==> src/rtl/ft_tx_arbiter_pkg.sv <==
// ft_tx_pkg: shared definitions for the FT transmit arbiter.
//   state_t      - arbiter FSM encoding (IDLE, HDR, SEND)
//   HDR_MARKER   - upper byte of the optional per-packet header word
//   ABORT_CNT_W  - width of the saturating watchdog abort counter
package ft_tx_pkg;

  typedef enum logic [1:0] {
    ST_IDLE = 2'd0,
    ST_HDR  = 2'd1,
    ST_SEND = 2'd2
  } state_t;

  localparam logic [7:0] HDR_MARKER  = 8'h7C;
  localparam int         ABORT_CNT_W = 16;

endpackage

==> src/rtl/ft_tx_arbiter_if.sv <==
// ft_tx_arbiter_if: requester streams plus FT write port.
//   req_valid/req_data/req_last/req_ready - per-requester word handshake,
//     requester i occupies req_data[i*DATA_W +: DATA_W]
//   ui_din/ui_din_be/ui_din_valid/ui_din_full - FT transmit FIFO write port
// modport master: requesters and FT FIFO side (drives requests and full)
// modport slave : the arbiter
interface ft_tx_arbiter_if #(
  parameter int NUM_REQ = 3,
  parameter int DATA_W  = 16
);
  logic [NUM_REQ-1:0]        req_valid;
  logic [NUM_REQ*DATA_W-1:0] req_data;
  logic [NUM_REQ-1:0]        req_last;
  logic [NUM_REQ-1:0]        req_ready;
  logic [DATA_W-1:0]         ui_din;
  logic [1:0]                ui_din_be;
  logic                      ui_din_valid;
  logic                      ui_din_full;

  modport master (
    output req_valid, req_data, req_last, ui_din_full,
    input  req_ready, ui_din, ui_din_be, ui_din_valid
  );

  modport slave (
    input  req_valid, req_data, req_last, ui_din_full,
    output req_ready, ui_din, ui_din_be, ui_din_valid
  );
endinterface

==> src/rtl/ft_tx_arbiter_rr_pick.sv <==
// rr_pick: combinational rotate-priority picker.
//   i_req    - request vector
//   i_last   - index granted last time; scanning starts at i_last+1
//   o_any    - at least one request present
//   o_winner - first requester found scanning i_last+1, +2, ... mod NUM_REQ
module rr_pick #(
  parameter int NUM_REQ = 3,
  parameter int GID_W   = 2
) (
  input  logic [NUM_REQ-1:0] i_req,
  input  logic [GID_W-1:0]   i_last,
  output logic               o_any,
  output logic [GID_W-1:0]   o_winner
);

  assign o_any = |i_req;

  // Scan from the farthest offset down to the nearest so the nearest
  // asserted requester after i_last is the one left in o_winner.
  always_comb begin
    logic [GID_W-1:0] v_idx;
    v_idx    = '0;
    o_winner = i_last;
    for (int k = NUM_REQ; k >= 1; k--) begin
      v_idx = GID_W'((int'(i_last) + k) % NUM_REQ);
      if (i_req[v_idx]) o_winner = v_idx;
    end
  end

endmodule

==> src/rtl/ft_tx_arbiter.sv <==
// ft_tx_arbiter: packet-granular round-robin arbiter sharing the FT USB
// write port between NUM_REQ word streams (clk_128M domain).
//   clk_128M, rst_128M - clock, synchronous active-high reset
//   bus (slave)        - requester handshakes and FT write port
//   grant_id           - current or last granted requester
//   busy               - high while not in IDLE
//   abort_count        - saturating count of watchdog aborts
// A grant is held through req_last so packets never interleave.
// Optional build macro FT_TX_ARB_HEADER_EN inserts a header word
// {8'h7C, zero-extended grant_id} before each packet.
module ft_tx_arbiter
  import ft_tx_pkg::*;
#(
  parameter  int NUM_REQ     = 3,
  parameter  int DATA_W      = 16,
  parameter  int TIMEOUT_CYC = 1024,
  localparam int GID_W       = (NUM_REQ > 1) ? $clog2(NUM_REQ) : 1
) (
  input  logic                   clk_128M,
  input  logic                   rst_128M,
  ft_tx_arbiter_if.slave         bus,
  output logic [GID_W-1:0]       grant_id,
  output logic                   busy,
  output logic [ABORT_CNT_W-1:0] abort_count
);

  localparam int SC_W = (TIMEOUT_CYC > 1) ? $clog2(TIMEOUT_CYC) : 1;
  localparam logic [SC_W-1:0] STALL_LAST =
    SC_W'((TIMEOUT_CYC > 0) ? TIMEOUT_CYC - 1 : 0);

  state_t                 r_state;
  state_t                 w_state_nxt;
  logic [GID_W-1:0]       r_grant_id;
  logic [GID_W-1:0]       r_last_grant;
  logic [GID_W-1:0]       w_winner;
  logic                   w_any;
  logic [DATA_W-1:0]      r_dout;
  logic                   r_dvalid;
  logic [DATA_W-1:0]      w_load_data;
  logic                   w_load;
  logic                   w_out_free;
  logic                   w_xfer;
  logic                   w_stall;
  logic                   w_abort;
  logic [SC_W-1:0]        r_stall_cnt;
  logic [ABORT_CNT_W-1:0] r_abort_cnt;
  logic                   w_gnt_valid;
  logic                   w_gnt_last;
  logic [DATA_W-1:0]      w_gnt_data;

  rr_pick #(
    .NUM_REQ (NUM_REQ),
    .GID_W   (GID_W)
  ) u_pick (
    .i_req    (bus.req_valid),
    .i_last   (r_last_grant),
    .o_any    (w_any),
    .o_winner (w_winner)
  );

  // Output register can take a word if empty or draining this cycle.
  assign w_out_free  = !r_dvalid || !bus.ui_din_full;
  assign w_gnt_valid = bus.req_valid[r_grant_id];
  assign w_gnt_last  = bus.req_last[r_grant_id];

  always_comb begin
    w_gnt_data = '0;
    for (int i = 0; i < NUM_REQ; i++) begin
      if (r_grant_id == GID_W'(i)) w_gnt_data = bus.req_data[i*DATA_W +: DATA_W];
    end
  end

  always_comb begin
    w_state_nxt   = r_state;
    bus.req_ready = '0;
    w_load        = 1'b0;
    w_load_data   = w_gnt_data;
    w_xfer        = 1'b0;
    w_stall       = 1'b0;
    w_abort       = 1'b0;
    case (r_state)
      ST_IDLE: begin
        if (w_any) begin
`ifdef FT_TX_ARB_HEADER_EN
          w_state_nxt = ST_HDR;
`else
          w_state_nxt = ST_SEND;
`endif
        end
      end
`ifdef FT_TX_ARB_HEADER_EN
      ST_HDR: begin
        w_load_data = DATA_W'({HDR_MARKER, 8'(r_grant_id)});
        if (w_out_free) begin
          w_load      = 1'b1;
          w_state_nxt = ST_SEND;
        end
      end
`endif
      ST_SEND: begin
        bus.req_ready[r_grant_id] = w_out_free;
        w_xfer  = w_gnt_valid && w_out_free;
        // Only an absent requester stalls; backpressure from the FIFO does not.
        w_stall = !w_gnt_valid;
        w_load  = w_xfer;
        if (w_xfer && w_gnt_last) begin
          w_state_nxt = ST_IDLE;
        end else if ((TIMEOUT_CYC > 0) && w_stall && (r_stall_cnt == STALL_LAST)) begin
          w_abort     = 1'b1;
          w_state_nxt = ST_IDLE;
        end
      end
      default: w_state_nxt = ST_IDLE;
    endcase
  end

  always_ff @(posedge clk_128M) begin
    if (rst_128M) begin
      r_state      <= ST_IDLE;
      r_grant_id   <= '0;
      r_last_grant <= GID_W'(NUM_REQ - 1);
      r_dout       <= '0;
      r_dvalid     <= 1'b0;
      r_stall_cnt  <= '0;
      r_abort_cnt  <= '0;
    end else begin
      r_state <= w_state_nxt;

      if ((r_state == ST_IDLE) && w_any) begin
        r_grant_id   <= w_winner;
        r_last_grant <= w_winner;
      end

      // Hold while full; drop valid after acceptance unless reloaded.
      if (w_load) begin
        r_dout   <= w_load_data;
        r_dvalid <= 1'b1;
      end else if (!bus.ui_din_full) begin
        r_dvalid <= 1'b0;
      end

      if ((r_state != ST_SEND) || w_xfer) begin
        r_stall_cnt <= '0;
      end else if (w_stall) begin
        r_stall_cnt <= r_stall_cnt + 1'b1;
      end

      if (w_abort && (r_abort_cnt != '1)) begin
        r_abort_cnt <= r_abort_cnt + 1'b1;
      end
    end
  end

  assign bus.ui_din       = r_dout;
  assign bus.ui_din_valid = r_dvalid;
  assign bus.ui_din_be    = 2'b11;
  assign grant_id         = r_grant_id;
  assign busy             = (r_state != ST_IDLE);
  assign abort_count      = r_abort_cnt;

endmodule
==> src/flat_wrapper.sv <==
// flat-port wrapper written by rule: the top's interface ports become plain ports
module ft_tx_arbiter_flat import ft_tx_pkg::*;
#(
  parameter  int NUM_REQ     = 3,
  parameter  int DATA_W      = 16,
  parameter  int TIMEOUT_CYC = 1024,
  localparam int GID_W       = (NUM_REQ > 1) ? $clog2(NUM_REQ) : 1
)
  (clk_128M, rst_128M, grant_id, busy, abort_count, bus_req_valid, bus_req_data, bus_req_last, bus_ui_din_full, bus_req_ready, bus_ui_din, bus_ui_din_be, bus_ui_din_valid);
  ft_tx_arbiter_if #(.NUM_REQ(NUM_REQ), .DATA_W(DATA_W)) bus_i ();
  input  logic clk_128M;
  input  logic rst_128M;
  output logic [GID_W-1:0] grant_id;
  output logic busy;
  output logic [ABORT_CNT_W-1:0] abort_count;
  input wire logic [$bits(bus_i.req_valid)-1:0] bus_req_valid;
  input wire logic [$bits(bus_i.req_data)-1:0] bus_req_data;
  input wire logic [$bits(bus_i.req_last)-1:0] bus_req_last;
  input wire logic [$bits(bus_i.ui_din_full)-1:0] bus_ui_din_full;
  output wire logic [$bits(bus_i.req_ready)-1:0] bus_req_ready;
  output wire logic [$bits(bus_i.ui_din)-1:0] bus_ui_din;
  output wire logic [$bits(bus_i.ui_din_be)-1:0] bus_ui_din_be;
  output wire logic [$bits(bus_i.ui_din_valid)-1:0] bus_ui_din_valid;
  assign bus_i.req_valid = bus_req_valid;
  assign bus_i.req_data = bus_req_data;
  assign bus_i.req_last = bus_req_last;
  assign bus_i.ui_din_full = bus_ui_din_full;
  assign bus_req_ready = bus_i.req_ready;
  assign bus_ui_din = bus_i.ui_din;
  assign bus_ui_din_be = bus_i.ui_din_be;
  assign bus_ui_din_valid = bus_i.ui_din_valid;
  ft_tx_arbiter #(.NUM_REQ(NUM_REQ), .DATA_W(DATA_W), .TIMEOUT_CYC(TIMEOUT_CYC)) u_core (.clk_128M(clk_128M), .rst_128M(rst_128M), .bus(bus_i), .grant_id(grant_id), .busy(busy), .abort_count(abort_count));
endmodule
==> config.mk <==
export PLATFORM = sky130hd
export DESIGN_NAME = ft_tx_arbiter_flat
export DESIGN_NICKNAME = d
export VERILOG_FILES = /design/src/rtl/ft_tx_arbiter_pkg.sv /design/src/rtl/ft_tx_arbiter_if.sv /design/src/rtl/ft_tx_arbiter_rr_pick.sv /design/src/rtl/ft_tx_arbiter.sv /design/src/flat_wrapper.sv
export SDC_FILE = /design/constraint.sdc
export NUM_CORES = 1
export LEC_CHECK = 0
export ABC_AREA = 1
export CAP_MARGIN = 20
export CORE_ASPECT_RATIO = 0.75
export CORE_MARGIN = 2
export CORE_UTILIZATION = 43
export CTS_CLUSTER_DIAMETER = 60
export CTS_CLUSTER_SIZE = 16
export DETAILED_ROUTE_END_ITERATION = 10
export GPL_TIMING_DRIVEN = 1
export PLACE_DENSITY = 0.8
export SLEW_MARGIN = 25
export SYNTH_ARGS = -nofsm -noshare
export SYNTH_HDL_FRONTEND = slang
export SYNTH_SLANG_ARGS = --single-unit
export TNS_END_PERCENT = 20
==> constraint.sdc <==
create_clock -name clk_128M -period 2.9 [get_ports clk_128M]
set_input_delay 0.58 -clock clk_128M [delete_from_list [all_inputs] [get_ports clk_128M]]
set_output_delay 0.58 -clock clk_128M [all_outputs]
set_load 0.02 [all_outputs]
==> results.md, run 1 <==
Die:
- The floorplan die width is 98.4 um.
- The core region is 6380 sq um.
- The initial core utilization is 45.0%.
- The top-level I/O count is 98.
- The floorplan step set the die height to 74.8 um.
- The die area is 7360 sq um.
- The number of cell rows is 25.

STA:
- The final critical path takes up 89.9% of the cycle.
- The max-slew violation count is 0.
- The setup-violating endpoint count in the final report is 0.
- The relative slew slack is 63.8%.
- The final-report hold violation count is 0.
- The final sum of negative setup slack is 0 ns.
- Setup repair after global routing left no endpoint under its margin.
- The worst path in the final design needs a cycle of 2.61 ns, including I/O delays and setup.
- Based on the critical path, the design can be clocked at up to 0.384 GHz.
- The largest clock skew in the final design is 0.00974 ns.
- The worst-margin pin slew is 0.543 ns.

Global routing:
- Entering global routing, the biggest net connects 21 pins.
- The initial antenna violation count is 0.
- The first global-routing pass estimated 12300 um of wire.
- The number of global-route vias before repair came to 2800.
- The total global routing track utilization is 20.6%.
- After global routing the overflow that remains totals 0.

Setup path:
- The nature of the critical path endpoint is an output pin.
- The most critical setup path has its endpoint at bus_req_ready[0].
- At the worst endpoint, the arrival time is 2.03 ns.
- The origin of the worst setup path is bus_ui_din_full.
- The source of the worst register-to-register timing path is u_core.r_stall_cnt[0]$_SDFFE_PP0P_.
- Along the worst path, the maximum fanout reaches 3.
- The slack of the worst reg-to-reg path is 0.89 ns.
- The destination of the worst register-to-register timing path is u_core.abort_count[6]$_SDFFE_PP0P_.
- The cell count of the worst reg-to-reg path is 9.
- At the worst endpoint, the required time is 2.32 ns.
- The launching element type of the critical path is an input pin.
- The critical path class is input pin to output pin.

Logic synthesis:
- The cell count after synthesis is 434.
- In the post-synthesis netlist, the cell with the most instances is nand2_1.
- After synthesis the netlist holds a flip-flop and latch count of 47.
- Yosys mapped a number of flops with a built-in enable equal to 0.
- The share of synthesized area in the top cell type comes to 32.8%.
- Counting instances in the post-synthesis netlist gives the leading cell types as nand2_1 (142), nor2_1 (50), dfxtp_1 (47), nand3_1 (33), inv_1 (25).
- Synthesis instantiated 36 different standard cells from the library.
- Sorting the synthesized cells by area gives the leading types as dfxtp_1 (33%), nand2_1 (19%), nor2_1 (6.5%).
- The post-synthesis instance area is 2870 sq um.
- Summing the sequential cell areas from Yosys gives 32.8% of the chip area.
- The most used flip-flop cell after synthesis is dfxtp_1.
- The mean instance size in the synthesized netlist is 6.62 sq um.
- The biggest area contributor in the post-synthesis netlist is dfxtp_1.
- The warning count from the yosys run is 0.
- The share of async-settable or async-resettable flops after synthesis is 0%.

Route:
- The residual antenna-violating net count after detailed routing is 0.
- The number of remaining DRC errors is 0.
- The routed design has 7380 um of wire.
- Detailed routing inserted a total of 3044 vias.
- The iteration-0 DRC count of the detailed router is 162.
- The average wire length per cell after detail routing is 12.2 um.
- The detail-routed via count per cell is 5.03.
- Before antenna repair, the detailed router went through 4 iterations.

Cells and area:
- The fill cell total of the finished layout is 595.
- For this run, the share of the core covered by cells in the final layout is 61.5%.
- The share of post-route cells with drive strength above 1 is 8.21%.
- The sequential cells in the finished layout cover a total of 941 sq um.
- The multi-input combinational cell area is 1710 sq um.
- Relative to the synthesized area, the layout overhead comes to 36.5%.
- The number of antenna diodes is 0.
- The post-layout net count is 585.

Clock tree:
- Once the clock tree was built, the setup fixing pass inserted 0 buffers.
- Clock tree synthesis inserted a total of 5 buffers.
- TritonCTS built the clock tree.
- The tree is rooted in a clkbuf_8.
- At the later pin of the worst-skew pair, clock insertion delay measures 0.31 ns.
- The number of hold-repair buffers added at the cts stage is 0.
- The maximum buffer depth of the clock tree is 2.
- The number of instances resized during post-cts repair is 0.
- The tree built by TritonCTS fans out to 47 sinks.
- In this run the number of H-tree levels came out at 2.
- After clock tree synthesis, the clock-pin slew on the worst setup and hold paths is 0.08 ns.

Placed design:
- The placed wire-length estimate is 5680 um.
- Buffers placed on the I/O ports in this run total 95.
- The final RePlAce weighted congestion is 0.927.

Power:
- For this design the ratio of total power to cell area is 630 nW/um^2.
- The highest ir drop seen on vdd is 0.000605 V.
- The total leakage power is 0.00150 uW.

Job:
- The number of max-cap violations is 0.

Min path:
- The worst min-delay path category is flop to flop.

Outcome:
- The run finished with clean final reports.
-- power breakdown --
part / leakage [uW] / total, uW / internal (uW) / switching [uW]
logic: 0.00107 / 1260 / 508 / 755
registers: 0.000382 / 821 / 732 / 89.2
clock network: 0.0000412 / 388 / 169 / 220
-- per-stage QoR --
| step | area (sq um) | hold slack (ns) | instances | setup slack (ns) | power [uW] |
|---|---|---|---|---|---|
| final | 3920 | 0.484 | 605 | 0.293 | 2470 |
| after global routing | 3920 | 0.511 | 605 | 0.243 | 2680 |
| after CTS | 3920 | 0.490 | 605 | 0.292 | 2490 |
| after detailed placement | 3840 | 0.469 | 597 | 0.318 | 2100 |
| after global placement | 3840 | 0.463 | 597 | 0.322 | 2080 |
| after floorplan | 2880 | 0.462 | 435 | 1.10 | 1720 |
-- final cells by class --
cell class                      count  area share, %
Multi-Input combinational cell    340           43.5
Timing Repair Buffer               96           24.4
Sequential cell                    47           24.0
Inverter                           33           3.29
Tap cell                           81           2.58
Clock buffer                        6           1.85
Clock inverter                      2          0.319
-- worst min-delay path by stage --
| stage | slack (ns) | depth (start not counted) | to | start |
|---|---|---|---|---|
| after global placement | 0.46 | 2 | u_core.bus.ui_din[3]$_SDFFE_PP0P_ | u_core.bus.ui_din[3]$_SDFFE_PP0P_ |
| after detailed placement | 0.47 | 2 | u_core.bus.ui_din[0]$_SDFFE_PP0P_ | u_core.bus.ui_din[0]$_SDFFE_PP0P_ |
| final | 0.48 | 2 | u_core.bus.ui_din[10]$_SDFFE_PP0P_ | u_core.bus.ui_din[10]$_SDFFE_PP0P_ |
| after floorplan | 0.46 | 2 | u_core.r_stall_cnt[1]$_SDFFE_PP0P_ | u_core.r_stall_cnt[1]$_SDFFE_PP0P_ |
| after global routing | 0.51 | 2 | u_core.bus.ui_din[5]$_SDFFE_PP0P_ | u_core.bus.ui_din[5]$_SDFFE_PP0P_ |
| after CTS | 0.49 | 2 | u_core.bus.ui_din[0]$_SDFFE_PP0P_ | u_core.bus.ui_din[0]$_SDFFE_PP0P_ |
-- worst max-delay path, cell delays in order --
cell and delay (ns):
clkdlybuf4s50_1 0.40, nand2_1 0.12, nand2_1 0.13, nor3_1 0.17, clkdlybuf4s50_1 0.63
-- metal layers --
metal | wire length [um] | GRT usage (%) | vias to the layer above
li1 | - | - | 1568
met1 | 3370 | 26.5 | 1384
met2 | 3470 | 34.8 | 76
met3 | 375 | 3.90 | 16
met4 | 153 | 8.52 | 0
met5 | 0 | 0 | -
-- flip-flops by register name, summed over array words and instances, names as in the netlist --
register,count
u_core.abort_count,16
u_core.bus.ui_din,16
u_core.r_stall_cnt,10
u_core.r_last_grant,2
u_core.bus.ui_din_valid,1
u_core.grant_id,1
u_core.r_state,1
-- cells by family (layout without fill, tap and decap cells) --
family          count (synthesis)  after routing  synth area share [%]
simple gates                  260            260                  40.7
compound gates                 57             57                  11.4
buf+inv                        48            137                  7.93
flops                          47             47                  32.8
xor+xnor                       16             16                  4.88
fa+ha+maj                       5              5                  2.18
other cells                     1              2                 0.131
-- placed cells by master, fill, tap and decap left out, types with 2 or more instances in the layout --
cell type / instances
inv_4: 2
nand2_1: 142
o21ai_0: 5
inv_2: 6
o21ai_1: 15
dfxtp_1: 47
conb_1: 2
clkdlybuf4s50_1: 95
a21oi_2: 9
nand3_2: 2
nand2_2: 5
nand2_4: 3
nor3_1: 7
clkbuf_8: 5
o21a_1: 2
nor2_1: 50
a21oi_1: 24
xnor2_1: 7
xor2_1: 9
nor2_4: 4
inv_1: 25
ha_1: 5
nand3_1: 33
nand4_1: 7
No activity file was read; power rests on OpenSTA's default activity.
==> run 2: changes to the inputs <==
--- a/config.mk
+++ b/config.mk
@@ -14,6 +14,7 @@
 export CTS_CLUSTER_SIZE = 16
 export DETAILED_ROUTE_END_ITERATION = 10
 export GPL_TIMING_DRIVEN = 1
+export HOLD_SLACK_MARGIN = 0.05
 export PLACE_DENSITY = 0.8
 export SLEW_MARGIN = 25
 export SYNTH_ARGS = -nofsm -noshare
==> results of run 2 <==
Final layout, timing and power as in run 1 (identical DEF).
==> run 3: changes to the inputs <==
--- a/config.mk
+++ b/config.mk
@@ -16,6 +16,7 @@
 export GPL_TIMING_DRIVEN = 1
 export HOLD_SLACK_MARGIN = 0.05
 export PLACE_DENSITY = 0.8
+export SKIP_CTS_REPAIR_TIMING = 1
 export SLEW_MARGIN = 25
 export SYNTH_ARGS = -nofsm -noshare
 export SYNTH_HDL_FRONTEND = slang
==> constraint.sdc (replaced) <==
create_clock -name clk_128M -period 2.5 [get_ports clk_128M]
set_input_delay 0.5 -clock clk_128M [delete_from_list [all_inputs] [get_ports clk_128M]]
set_output_delay 0.5 -clock clk_128M [all_outputs]
set_load 0.02 [all_outputs]
==> results.md, run 3 (same netlist as run 1, synthesis figures left out) <==
Cells and area:
- The leading cell type in the layout, fill and taps excluded is nand2_1.
- The top cell types in the final layout, fill and taps aside, are nand2_1 (142), clkdlybuf4s50_1 (93), nor2_1 (50).
- The fill cell total of the finished layout is 584.
- At the end of the flow, the number of nets in the layout was 587.
- Cells with a size suffix above 1 make up 8.56% of the layout.
- The number of antenna diodes is 0.
- The finished cells cover 3960 sq um.
- Compared with the post-synthesis result, the final layout area differs by 37.8%.
- The finished layout holds 607 standard cells, fillers aside.

Setup path:
- The launching element type of the critical path is an input pin.
- Of all nets on the critical path, the largest fanout is 3.
- The critical path required time is 2.00 ns.
- The arrival time at the worst endpoint is 1.87 ns.
- The worst setup path is captured at an output pin.
- The setup path with the least slack is of type input pin to output pin.

Global routing:
- The residual overflow from global routing is 0.
- The largest net degree at the start of global routing is 21.
- The initial antenna violation count is 0.
- Global routing used 21.3% of the available tracks.
- The global-route wire length before repair is 12700 um.
- The number of global-route vias before repair is 2797.

Job:
- The tool flagged a number of max-cap violations equal to 0.

Die:
- The die covers 7360 sq um.
- The height of the chip is 74.8 um.
- Once the floorplan was initialized, standard cells occupied 45.0% of the core.
- The floorplan die width is 98.4 um.
- The number of cell rows is 25.
- The standard cell core area is 6380 sq um.
- The top-level I/O count is 98.

Placed design:
- The placed standard-cell area is 3850 sq um.
- The count of input and output buffers is 95.
- The placed wire-length estimate is 5800 um.
- The number of placed instances, taps included is 599.
- The final RePlAce weighted congestion is 0.931.

Route:
- The detail-routed via count per cell is 5.01.
- The total iterations of the first detailed-routing run is 5.
- Detailed routing placed a total of 3600 um of wire on met2.
- After detailed routing, the met3 layer carries 337 um of wire.
- The average wire length per cell after detail routing is 12.5 um.
- The topmost layer with routed signal wires is met4.
- The detail route stage leaves a number of antenna-violating nets equal to 0.
- The number of remaining DRC errors is 0.
- After detailed routing, the wire length on met1 is 3540 um.
- The iteration-0 DRC count of the detailed router is 151.
- The routed via count is 3041.
- The routed design has 7600 um of wire.

Clock tree:
- The cell at the root of the clock tree is clkbuf_8.
- The H-tree was split into 2 levels.
- The insertion delay of the later-clocked pin in the worst-skew pair is 0.31 ns.
- TritonCTS built the clock tree.
- The number of buffers created by CTS is 5.
- In this run the deepest clock path goes through 2 buffers.
- Clock-pin slew was measured on the worst setup and hold paths at 0.08 ns.
- For this design, the sink count on the clock tree is 47.

STA:
- The setup-violating endpoint count in the final report is 0.
- Timing would allow up to 0.421 GHz.
- The final-report hold violation count came to 0.
- The max-slew violation count is 0.
- For the final routed database, the setup TNS stands at 0 ns.
- Measured against its own limit, the worst slew margin works out to 66.0%.
- Hold timing on the final database bottoms out at a slack of 0.483 ns.
- For the pin with the worst max-slew slack, the measured transition is 0.509 ns.
- Setup repair after global routing left no endpoint under its margin.
- The time the worst path needs with I/O delays and setup is 2.37 ns.
- Of the available clock period, the critical path in the final layout requires 95.0%.
- The largest clock skew in the final design is 0.00510 ns.

Power:
- Summed over all cells, the static leakage comes to 0.00155 uW.
- The part of the total power dissipated in combinational logic is 50.6%.
- The switching power is 1250 uW.
- Per report_power, the clock group accounts for 17.1% of the total.
- Of the total power, registers draw 32.2%.
- The power density over the cells is 744 nW/um^2.
- In this run switching power makes up 42.5% of total power.
- VDD sags by at most 0.000643 V.
- Cell internal power was estimated by the tool at 1690 uW.

Min path:
- The worst min-delay path category is flop to flop.

Outcome:
- The flow ran to the end, and the final reports show no timing, DRC or antenna violations.
==> run 3: critical path, stage by stage <==
cell	delay, ns
clkdlybuf4s50_1	0.40
nand2_1	0.12
nand2_1	0.13
nor2_1	0.12
clkdlybuf4s50_1	0.61
==> run 3: layer usage <==
layer / vias to the layer above / track usage, %
met5: - / 0
met4: 0 / 6.24
met3: 11 / 5.48
met2: 64 / 35.5
met1: 1397 / 27.8
li1: 1569 / -
==> run 3: power groups by stage <==
stage | clock network (uW) | logic (uW) | registers (uW)
global route | 549 | 1650 | 964
floorplan | 0 | 956 | 1040
detailed placement | 0 | 1490 | 967
finish | 504 | 1490 | 948
global placement | 0 | 1450 | 960
CTS | 515 | 1500 | 949
==> run 3: layout make-up <==
class                           count  area (sq um)  area share, %
Timing Repair Buffer               98           978           24.7
Clock buffer                        8           100           2.53
Tap cell                           81           101           2.56
Multi-Input combinational cell    340          1710           43.2
Sequential cell                    47           941           23.8
Inverter                           33           129           3.26
==> run 3: per-stage QoR <==
step                      util, %  setup slack, ns  power [uW]
after global placement       60.4           0.0914        2410
after floorplan                 -            0.746        1990
after CTS                    61.9           0.0720        2960
final                        62.0            0.126        2940
after detailed placement     60.4           0.0962        2450
after global routing         62.0           0.0456        3160
==> run 3: final timing paths <==
path	start	end	slack (ns)	depth (start not counted)
hold reg to reg	u_core.bus.ui_din[7]$_SDFFE_PP0P_	u_core.bus.ui_din[7]$_SDFFE_PP0P_	0.48	2
setup / recovery	bus_ui_din_full	bus_req_ready[2]	0.13	5
setup reg to reg	u_core.grant_id[1]$_SDFFE_PP0P_	u_core.abort_count[5]$_SDFFE_PP0P_	0.52	8
hold / removal	u_core.bus.ui_din[7]$_SDFFE_PP0P_	u_core.bus.ui_din[7]$_SDFFE_PP0P_	0.48	2
